## config.mk

```make
export PLATFORM = sky130hd
export DESIGN_NAME = fb_csr_unit
export DESIGN_NICKNAME = d
export VERILOG_FILES = /design/src/rtl/fb_csr_unit.sv
export SDC_FILE = /design/constraint.sdc
export NUM_CORES = 1
export LEC_CHECK = 0
export CAP_MARGIN = 20
export CELL_PAD_IN_SITES_DETAIL_PLACEMENT = 1
export CELL_PAD_IN_SITES_GLOBAL_PLACEMENT = 2
export CORE_ASPECT_RATIO = 0.5
export CORE_MARGIN = 3
export CORE_UTILIZATION = 38
export DETAILED_ROUTE_END_ITERATION = 16
export GPL_ROUTABILITY_DRIVEN = 0
export PLACE_DENSITY = 0.87
export SETUP_SLACK_MARGIN = 0.5
export SLEW_MARGIN = 20
export SYNTH_ARGS = -nofsm -noshare
export SYNTH_HDL_FRONTEND = slang
export SYNTH_SLANG_ARGS = --single-unit
```

## constraint.sdc

```tcl
create_clock -name clk -period 3.4 [get_ports clk]
set_input_delay 0.51 -clock clk [delete_from_list [all_inputs] [get_ports clk]]
set_output_delay 0.51 -clock clk [all_outputs]
set_load 0.02 [all_outputs]
```

## src/rtl/fb_csr_unit.sv

```systemverilog
//==============================================================================
// Module      : fb_csr_unit
// Description : Small CSR block holding the ALU condition flags, a free-running
//               cycle counter, a retired-instruction counter and a bank of
//               general-purpose scratch registers. Accesses take one cycle:
//               read data is the pre-update value, and the write takes effect
//               at the next rising edge.
// Revision    : 1.0 - initial release
//------------------------------------------------------------------------------
// Parameters
//   XLEN        : data width of the CSR path and counters (>= 4)
//   NUM_SCRATCH : number of read/write scratch CSRs (1..12)
//   ADDR_W      : CSR address width, 2**ADDR_W >= 3 + NUM_SCRATCH
// Ports
//   clk         : clock, all state changes on the rising edge
//   rst         : synchronous active-high reset
//   csr_valid   : CSR access request this cycle
//   csr_op      : 00 READ, 01 WRITE, 10 SET, 11 CLEAR
//   csr_addr    : 0 FLAGS, 1 CYCLE, 2 INSTRET, 3.. scratch
//   csr_wdata   : write operand / bit mask
//   csr_rdata   : old value of the addressed CSR, 0 when idle or illegal
//   csr_illegal : access rejected
//   flag_we     : ALU flag update strobe
//   flag_in     : {N,Z,C,V} from the ALU
//   retire      : one instruction retired this cycle
//   NF/ZF/CF/VF : registered flag bits
//==============================================================================
`default_nettype none

module fb_csr_unit #(
    parameter int XLEN        = 32,
    parameter int NUM_SCRATCH = 4,
    parameter int ADDR_W      = 4
) (
    input  logic              clk,
    input  logic              rst,
    input  logic              csr_valid,
    input  logic [1:0]        csr_op,
    input  logic [ADDR_W-1:0] csr_addr,
    input  logic [XLEN-1:0]   csr_wdata,
    output logic [XLEN-1:0]   csr_rdata,
    output logic              csr_illegal,
    input  logic              flag_we,
    input  logic [3:0]        flag_in,
    input  logic              retire,
    output logic              NF,
    output logic              ZF,
    output logic              CF,
    output logic              VF
);

    localparam logic [1:0] c_OP_READ  = 2'b00;
    localparam logic [1:0] c_OP_WRITE = 2'b01;
    localparam logic [1:0] c_OP_SET   = 2'b10;
    localparam logic [1:0] c_OP_CLEAR = 2'b11;

    localparam logic [ADDR_W-1:0] c_ADDR_FLAGS   = ADDR_W'(0);
    localparam logic [ADDR_W-1:0] c_ADDR_CYCLE   = ADDR_W'(1);
    localparam logic [ADDR_W-1:0] c_ADDR_INSTRET = ADDR_W'(2);
    localparam logic [ADDR_W-1:0] c_ADDR_MAX     = ADDR_W'(2 + NUM_SCRATCH);

    logic [3:0]      r_flags;
    logic [XLEN-1:0] r_cycle;
    logic [XLEN-1:0] r_instret;
    logic [XLEN-1:0] r_scratch [NUM_SCRATCH];

    logic            w_out_of_range;
    logic            w_read_only;
    logic            w_modifies;
    logic            w_illegal;
    logic            w_do_write;
    logic [XLEN-1:0] w_old;
    logic [XLEN-1:0] w_new;

    //--------------------------------------------------------------------------
    // Access decode. SET/CLEAR with a zero mask cannot change anything, so it
    // is treated as a read; that makes it legal on the read-only counters.
    //--------------------------------------------------------------------------
    assign w_out_of_range = (csr_addr > c_ADDR_MAX);
    assign w_read_only    = (csr_addr == c_ADDR_CYCLE) || (csr_addr == c_ADDR_INSTRET);
    assign w_modifies     = (csr_op == c_OP_WRITE) ||
                            ((csr_op != c_OP_READ) && (csr_wdata != '0));
    assign w_illegal      = csr_valid && (w_out_of_range || (w_read_only && w_modifies));
    assign w_do_write     = csr_valid && !w_illegal && w_modifies;

    // Old value of the addressed CSR; FLAGS upper bits always read as zero.
    always_comb begin
        w_old = '0;
        if (csr_addr == c_ADDR_FLAGS) begin
            w_old[3:0] = r_flags;
        end else if (csr_addr == c_ADDR_CYCLE) begin
            w_old = r_cycle;
        end else if (csr_addr == c_ADDR_INSTRET) begin
            w_old = r_instret;
        end
        for (int i = 0; i < NUM_SCRATCH; i++) begin
            if (csr_addr == ADDR_W'(i + 3)) begin
                w_old = r_scratch[i];
            end
        end
    end

    always_comb begin
        w_new = w_old;
        case (csr_op)
            c_OP_WRITE: w_new = csr_wdata;
            c_OP_SET:   w_new = w_old | csr_wdata;
            c_OP_CLEAR: w_new = w_old & ~csr_wdata;
            default:    w_new = w_old;
        endcase
    end

    assign csr_rdata   = (csr_valid && !w_illegal) ? w_old : '0;
    assign csr_illegal = w_illegal;

    //--------------------------------------------------------------------------
    // Flags: a legal CSR write to FLAGS takes priority over the ALU strobe.
    //--------------------------------------------------------------------------
    always_ff @(posedge clk) begin
        if (rst) begin
            r_flags <= 4'b0000;
        end else if (w_do_write && (csr_addr == c_ADDR_FLAGS)) begin
            r_flags <= w_new[3:0];
        end else if (flag_we) begin
            r_flags <= flag_in;
        end
    end

    // Counters run independently of any CSR access, legal or not.
    always_ff @(posedge clk) begin
        if (rst) begin
            r_cycle   <= '0;
            r_instret <= '0;
        end else begin
            r_cycle <= r_cycle + 1'b1;
            if (retire) begin
                r_instret <= r_instret + 1'b1;
            end
        end
    end

    always_ff @(posedge clk) begin
        if (rst) begin
            for (int i = 0; i < NUM_SCRATCH; i++) begin
                r_scratch[i] <= '0;
            end
        end else begin
            for (int i = 0; i < NUM_SCRATCH; i++) begin
                if (w_do_write && (csr_addr == ADDR_W'(i + 3))) begin
                    r_scratch[i] <= w_new;
                end
            end
        end
    end

    assign NF = r_flags[3];
    assign ZF = r_flags[2];
    assign CF = r_flags[1];
    assign VF = r_flags[0];

endmodule

`default_nettype wire

```

==> results.md, run 1 <==
* Top cell by count, worst path: buf_4
* Slowest CP cell: or4_4
* Fin cells at 1,631
* Post-synthesis cell area at 10,600 sq um
* Synth unique cells at 62
* Initial DRC Count at 1,025
* R2R depth at 5
* VDD IR max at ~0.34 mV
* Core area at 27,000 sq um
* Share of the synthesized area in the top cell type at 0.362
* CTS tree: done
* FF-to-FF setup slack at between 1 and 1.5 ns
* Total Routing Usage GR at 0.266
* Post-Route Skew at 0.0134 ns
* Hold Slack at between 0.4 and 0.5 ns
* Hold Path Sink: r_cycle[0]
* Primary FF master, synth: edfxtp_1
* Crit path arrival time at roughly 2.4 ns
* Routed Antenna Nets at 0
* Htree depth at 4
* Max Slew Vio Count at 0
* Number of global-route vias before repair at 10,200
* Leakage at 4.84 nW
* Hold-fix buffers, CTS at 0
* WS Path Type: primary input to primary output
* EDFF count, synth at roughly 130
* Cts bufs inserted at 17
* Largest stage delay, worst path at 0.48 ns
* WHS Path Cells at 1
* RSZ-0062 raised after global routing: true
* Port Buffer Count at 83
* CTS max path bufs at 2
* Share of layout cells above drive strength 1 at 0.213
* # clock sinks at 196
* Adder-cell share of the synthesized area at 0.00235
* Clk Latency, worst-skew pair at 0.47 ns
* Sequential power share at 0.480
* XOR/XNOR Fraction of Synth Area at 0.0461
* Post-synth net total at 1,155
* Yosys warnings at 0
* Hold Startpoint: r_cycle[0]
* Outcome: completed
* Switching power at 1.49 mW
* Req. time, crit path at 2.89 ns
* Power per Cell Area at 406 nW/um^2
* DR WL/cell at 24.6 microns
* Worst Hold Class: register to register
* Largest net degree at the start of global routing at 50
* Placed insts at 1,589
* Final period util at 0.866
* Post-Synthesis Cells at 1,106
* Async S/R FF share, synth at 0
* Area contributors post-synth: edfxtp_1 (36%), dfxtp_1 (13%), a21oi_1 (7.6%), nor2_1 (4.3%), xnor2_1 (3.7%)
* Placed Area at between 10,000 and 15,000 sq um
* Synthesis-stage register bit count at just under 200
* DR pass1 iterations at 5
* Total chip power at 5.47 mW
* Final setup violation count at 0
* Initial core utilization at 0.394
* Global-route wire length before repair at 61,600 microns
* Num rows at 42
* Syn Area/Cell at just under 10 sq um
* Fin. Hold Viols at 0
* Register area share after synthesis at 0.490
* Tightest Pin Transition at 0.997 ns
* Compound-Gate Fraction of Synth Area at 0.228
* Die X at 243 microns
* Internal Power at 3.98 mW
* CP max FO at 4
* Via density at 6.16
* Max-Cap Viols at 0
* Critical Path Source Type: primary input
* Clock root buffer: clkbuf_16
* Simple-Gate Fraction of Synth Area at 0.181
* Main combinational cell family by area after synthesis: compound AO/OA/AOI/OAI gates
* Clk network pwr share at 0.385
* CP endpoint kind: primary output
* DR DRC count at 0
* Comb pwr share at 0.135
* Gr ovfl total at 0
* Max-slew headroom at 0.333
* Post-synthesis mux area share at 0.0121
* Final min period at around 2.9 ns
* Max Freq at 340 MHz
* Die height at roughly 120 microns
* Routed Wire Length at 40,200 microns
* ANT cells at 0
* Final Instance Area at 13,500 sq um
* DP Wirelength at 28,200 microns
* Worst Slack Setup Final at 0.456 ns
* Clock slew at reported path FFs at 0.07 ns
* Dominant cell type by area after synthesis: edfxtp_1
* Syn-to-layout area delta at 27.0%
* Die area at 30,100 sq um
* Worst slack at placement at -0.528 ns
* I/O Pins at 84
* CP cell instances: dlygate4sd2_1, or4_4, nor4_2, buf_4, o31ai_4, buf_6, bufbuf_16, nor2_1, buf_4
* Via count at 10,000
* Sw Share at 0.273
* FF-to-FF Start: r_cycle[7]
* Worst reg2reg path endpoint: r_cycle[29]
* Initial antenna violation count at 1
* NumNets Final at 1,293
worst max-delay path by stage:
stage,startpoint,end,slack (ns),depth (start not counted)
floorplan,csr_wdata[22],csr_rdata[10],0.60,6
global placement,csr_wdata[13],csr_rdata[6],-0.46,10
detailed placement,csr_wdata[13],csr_rdata[11],-0.53,10
CTS,csr_wdata[1],csr_rdata[21],0.48,11
global route,csr_wdata[25],csr_rdata[21],0.42,10
finish,csr_wdata[22],csr_rdata[21],0.46,9
cell usage after synthesis, drive strengths merged (12+ instances only):
master,number
a21oi,162
edfxtp,128
nor2,123
dfxtp,68
clkbuf,52
nand2,46
xnor2,45
buf,38
o21ai,37
nand3,30
nor4,29
a22o,27
nor2b,25
nor3,25
nand3b,23
o221ai,20
a21o,17
o21bai,17
inv,13
o22ai,13
a221oi,12
a22oi,12
nand4,12
o221a,12
cells by family after synthesis:
family                     count (synthesis)
and+or+nand+nor                          368
DFF                                      196
buffers and inverters                    104
AOI/OAI and AO/OA                        368
adders and majority gates                  2
muxes                                     12
xor gates and xnor gates                  56
stage by stage:
step / utilization / TNS (ns)
floorplan: - / 0
global placement: 0.470 / -12.99
detailed placement: 0.470 / -14.27
CTS: 0.496 / 0
global route: 0.501 / 0
finish: 0.501 / 0
worst max-delay path, delay by kind of cell:
family / cells / cell delay (ns)
buffers and inverters: 5 / 0.99
AND/OR/NAND/NOR: 3 / 0.83
AO/OA/AOI/OAI: 1 / 0.09
placed cells by master (no fill, tap or decap), types with 13 or more instances in the layout:
master	instances
dfxtp_1	68
a21oi_1	157
xnor2_1	45
o21ai_0	36
nand2_1	44
o21bai_1	17
buf_12	19
a22o_1	27
nor2_1	121
clkbuf_16	17
dlygate4sd2_1	15
buf_6	16
buf_4	108
nor4_1	22
nand3_1	29
nor2b_1	24
o221ai_1	20
edfxtp_1	128
a21o_1	17
nand3b_1	23
buf_2	26
o22ai_1	13
power groups by stage:
stage          sequential, mW  clock, mW  combinational [mW]
6_report                 2.63       2.11               0.739
5_1_grt                  2.63       2.23               0.785
4_1_cts                  2.62       2.13               0.709
3_5_place_dp             2.68          0               0.688
3_3_place_gp             2.67          0               0.664
2_1_floorplan            2.67          0               0.347
state kept, by name, indices dropped and copies added, names as in the netlist:
register / cells
r_scratch: 128
r_cycle: 32
r_instret: 32
r_flags: 4
layer usage:
metal  global-route usage  part of all wire
met2                0.405              0.44
met1                0.385              0.45
met5                    0                 0
met4               0.0748             0.020
met3               0.0518             0.082
repair_timing:
item / 4_1_cts / 5_1_grt
setup buffers: 6 / 1
pin swaps: 7 / 18
cloned: 3 / 0
resized for setup: 256 / 56
endpoints found under the setup margin: 45 / 54
area by class of cell:
class                   instances  area, sq um
clock inverters                15          170
repair buffers                209         1910
inverters                      14         52.6
clock buffers                  17          425
multi-input cells             806         5270
well taps                     374          468
flip-flops and latches        196         5200
fillers                      2981        13500
Note: power is estimated with default switching activity, not from simulation.
==> run 2, diff against run 1 <==
- CAP_MARGIN: 20 -> not set
- PLACE_DENSITY: 0.87 -> not set
- PLACE_DENSITY_LB_ADDON: not set -> 0.1
==> run 2 against run 1 <==
Wire length grew 1.9%. Count of clock-buffer cells in the layout up 1. Cell count shrank 0.25%. Critical path depth grew 3. Clock power down 4%. Die area unchanged. First-iteration DRC count fell by 9.0%. Critical path type unchanged.
==> results.md, run 2 (same netlist as run 1, synthesis figures left out) <==
* Die area at 30,100 sq um
* Syn-to-layout area delta at 29.6%
* FF-to-FF Start: r_cycle[7]
* Worst Setup SP: csr_wdata[10]
* Commonest non-fill, non-tap cell in the layout: a21oi_1
* CTS tree: done
* Via density at 6.07
* Fill count at 2,966
* Tightest Pin Transition at between 1 and 1.5 ns
* Initial core utilization at 0.394
* Share of layout cells above drive strength 1 at 0.241
* CP max FO at 4
* Routed Antenna Nets at 0
* Reg with most FFs: r_scratch
* Largest regs: r_scratch: 128 flops, r_cycle: 32 flops, r_instret: 32 flops
* Die height at 124 microns
* Cts bufs inserted at 17
* Global-route wire length before repair at ~60,000 microns
* R2R depth at 5
* Initial DRC Count at between 900 and 1,000
* Final Instance Area at 13,800 sq um
* Hold Startpoint: r_cycle[0]
* Largest register FFs at approximately 130
* Die X at 243 microns
* Crit path arrival time at 2.50 ns
* Req. time, crit path at 2.89 ns
* Critical Path Source Type: primary input
* Number of global-route vias before repair at 9,677
* RSZ-0062 raised after global routing: true
* DR pass1 iterations at 5
* Area of the multi-input gates at roughly 5500 sq um
* DP Wirelength at 28,700 microns
* CP endpoint kind: primary output
* Htree depth at 4
* Port Buffer Count at 83
* WHS Path Cells at 1
* WS Path Type: primary input to primary output
* Max Slew Vio Count at 0
* Hold-fix buffers, CTS at 0
* Initial antenna violation count at 0
* VDD IR max at 0.333 mV
* Final min period at 3.01 ns
* Largest net degree at the start of global routing at 50
* Final setup TNS at 0 ns
* I/O Pins at between 80 and 90
* NumNets Final at 1,288
* Max Freq at roughly 330 MHz
* DR DRC count at 0
* Hold Path Sink: r_cycle[0]
* Fin. Hold Viols at 0
* Power per Cell Area at 395 nW/um^2
* Via count at 9,877
* Max-Cap Viols at 0
* Max-slew headroom at 0.327
* Post-Route Skew at 0.0111 ns
* FF-to-FF setup slack at 1.08 ns
* Most frequent cells in the layout: a21oi_1 (144), edfxtp_1 (128), nor2_1 (106)
* Final setup violation count at 0
* Worst Hold Class: register to register
* Worst reg2reg path endpoint: r_cycle[29]
* # clock sinks at between 150 and 200
* Storage cell area at about 5200 sq um
* Final period util at 0.885
* Clk Latency, worst-skew pair at 0.46 ns
* DR WL/cell at 25.2 microns
* Leakage at 4.81 nW
* Routed Wire Length at 41,000 microns
* Total Routing Usage GR at 0.268
* Clock root buffer: clkbuf_16
* Placed Area at 12,500 sq um
* Gr ovfl total at 0
* CTS max path bufs at 2
* Clock slew at reported path FFs at 0.07 ns
* Num rows at 42
* Outcome: completed
* Core area at 27,000 sq um
run 2: changes by cell type in the layout (fill, tap and decap cells not counted), sizes merged, moves of 2 or more:
cell | previous run | this run
clkdlybuf4s15 | 6 | 8
clkdlybuf4s50 | 12 | 14
clkinv | 6 | 8
clkbuf | 21 | 23
dlygate4sd2 | 15 | 9
buf | 170 | 167
run 2: layer usage:
metal	vias up	routed length (microns)	share of wire	track usage
li1	4449	-	-	-
met1	5076	19300	0.47	0.400
met4	0	618	0.015	0.0723
met3	36	3620	0.088	0.0706
met5	-	0	0	0
met2	316	17400	0.43	0.382
run 2: power breakdown:
group	total (mW)	leakage, nW	internal, mW	switching [mW]
clock network	2.03	0.270	1.02	1.01
logic	0.776	2.68	0.306	0.470
registers	2.63	1.87	2.59	0.0355
total	5.44	4.81	3.92	1.52
run 2: metrics by stage:
step / utilization / setup WS (ns) / hold slack (ns) / cells / power [mW]
global placement: 0.464 / -0.683 / 0.448 / 1575 / 3.34
floorplan: - / 0.601 / 0.426 / 1106 / 3.02
global route: 0.511 / 0.363 / 0.517 / 1626 / 5.61
finish: 0.511 / 0.392 / 0.492 / 1627 / 5.44
CTS: 0.500 / 0.473 / 0.493 / 1622 / 5.42
detailed placement: 0.464 / -0.645 / 0.476 / 1575 / 3.36
run 2: timing repair:
item | 4_1_cts | 5_1_grt
cloned | 2 | 1
buffers inserted | 13 | 3
pin swaps | 24 | 15
setup endpoints to repair | 45 | 33
resized for setup | 357 | 72
run 2: final cells by class:
class	count	share of cell area
multi-input combinational	807	0.401
sequential	196	0.378
timing repair buffer	203	0.143
tap	374	0.0340
clock buffer	18	0.0312
clock inverter	14	0.00945
inverter	14	0.00382
antenna	1	0.000182
run 2: worst max-delay path: stages:
cell	delay [ns]
buf_6	0.09
buf_6	0.11
nor4_4	0.35
nand3_2	0.16
nor4_4	0.28
buf_4	0.18
o31ai_4	0.07
buf_6	0.16
buf_8	0.14
buf_6	0.13
nor3_2	0.12
buf_4	0.17
run 2: how the worst max path moves through the flow:
stage                    endpoint  slack, ns  depth (start not counted)
floorplan           csr_rdata[10]       0.60                          6
global placement    csr_rdata[11]      -0.68                         10
detailed placement  csr_rdata[11]      -0.64                         10
CTS                 csr_rdata[29]       0.47                         12
global route        csr_rdata[20]       0.36                         12
finish              csr_rdata[29]       0.39                         12
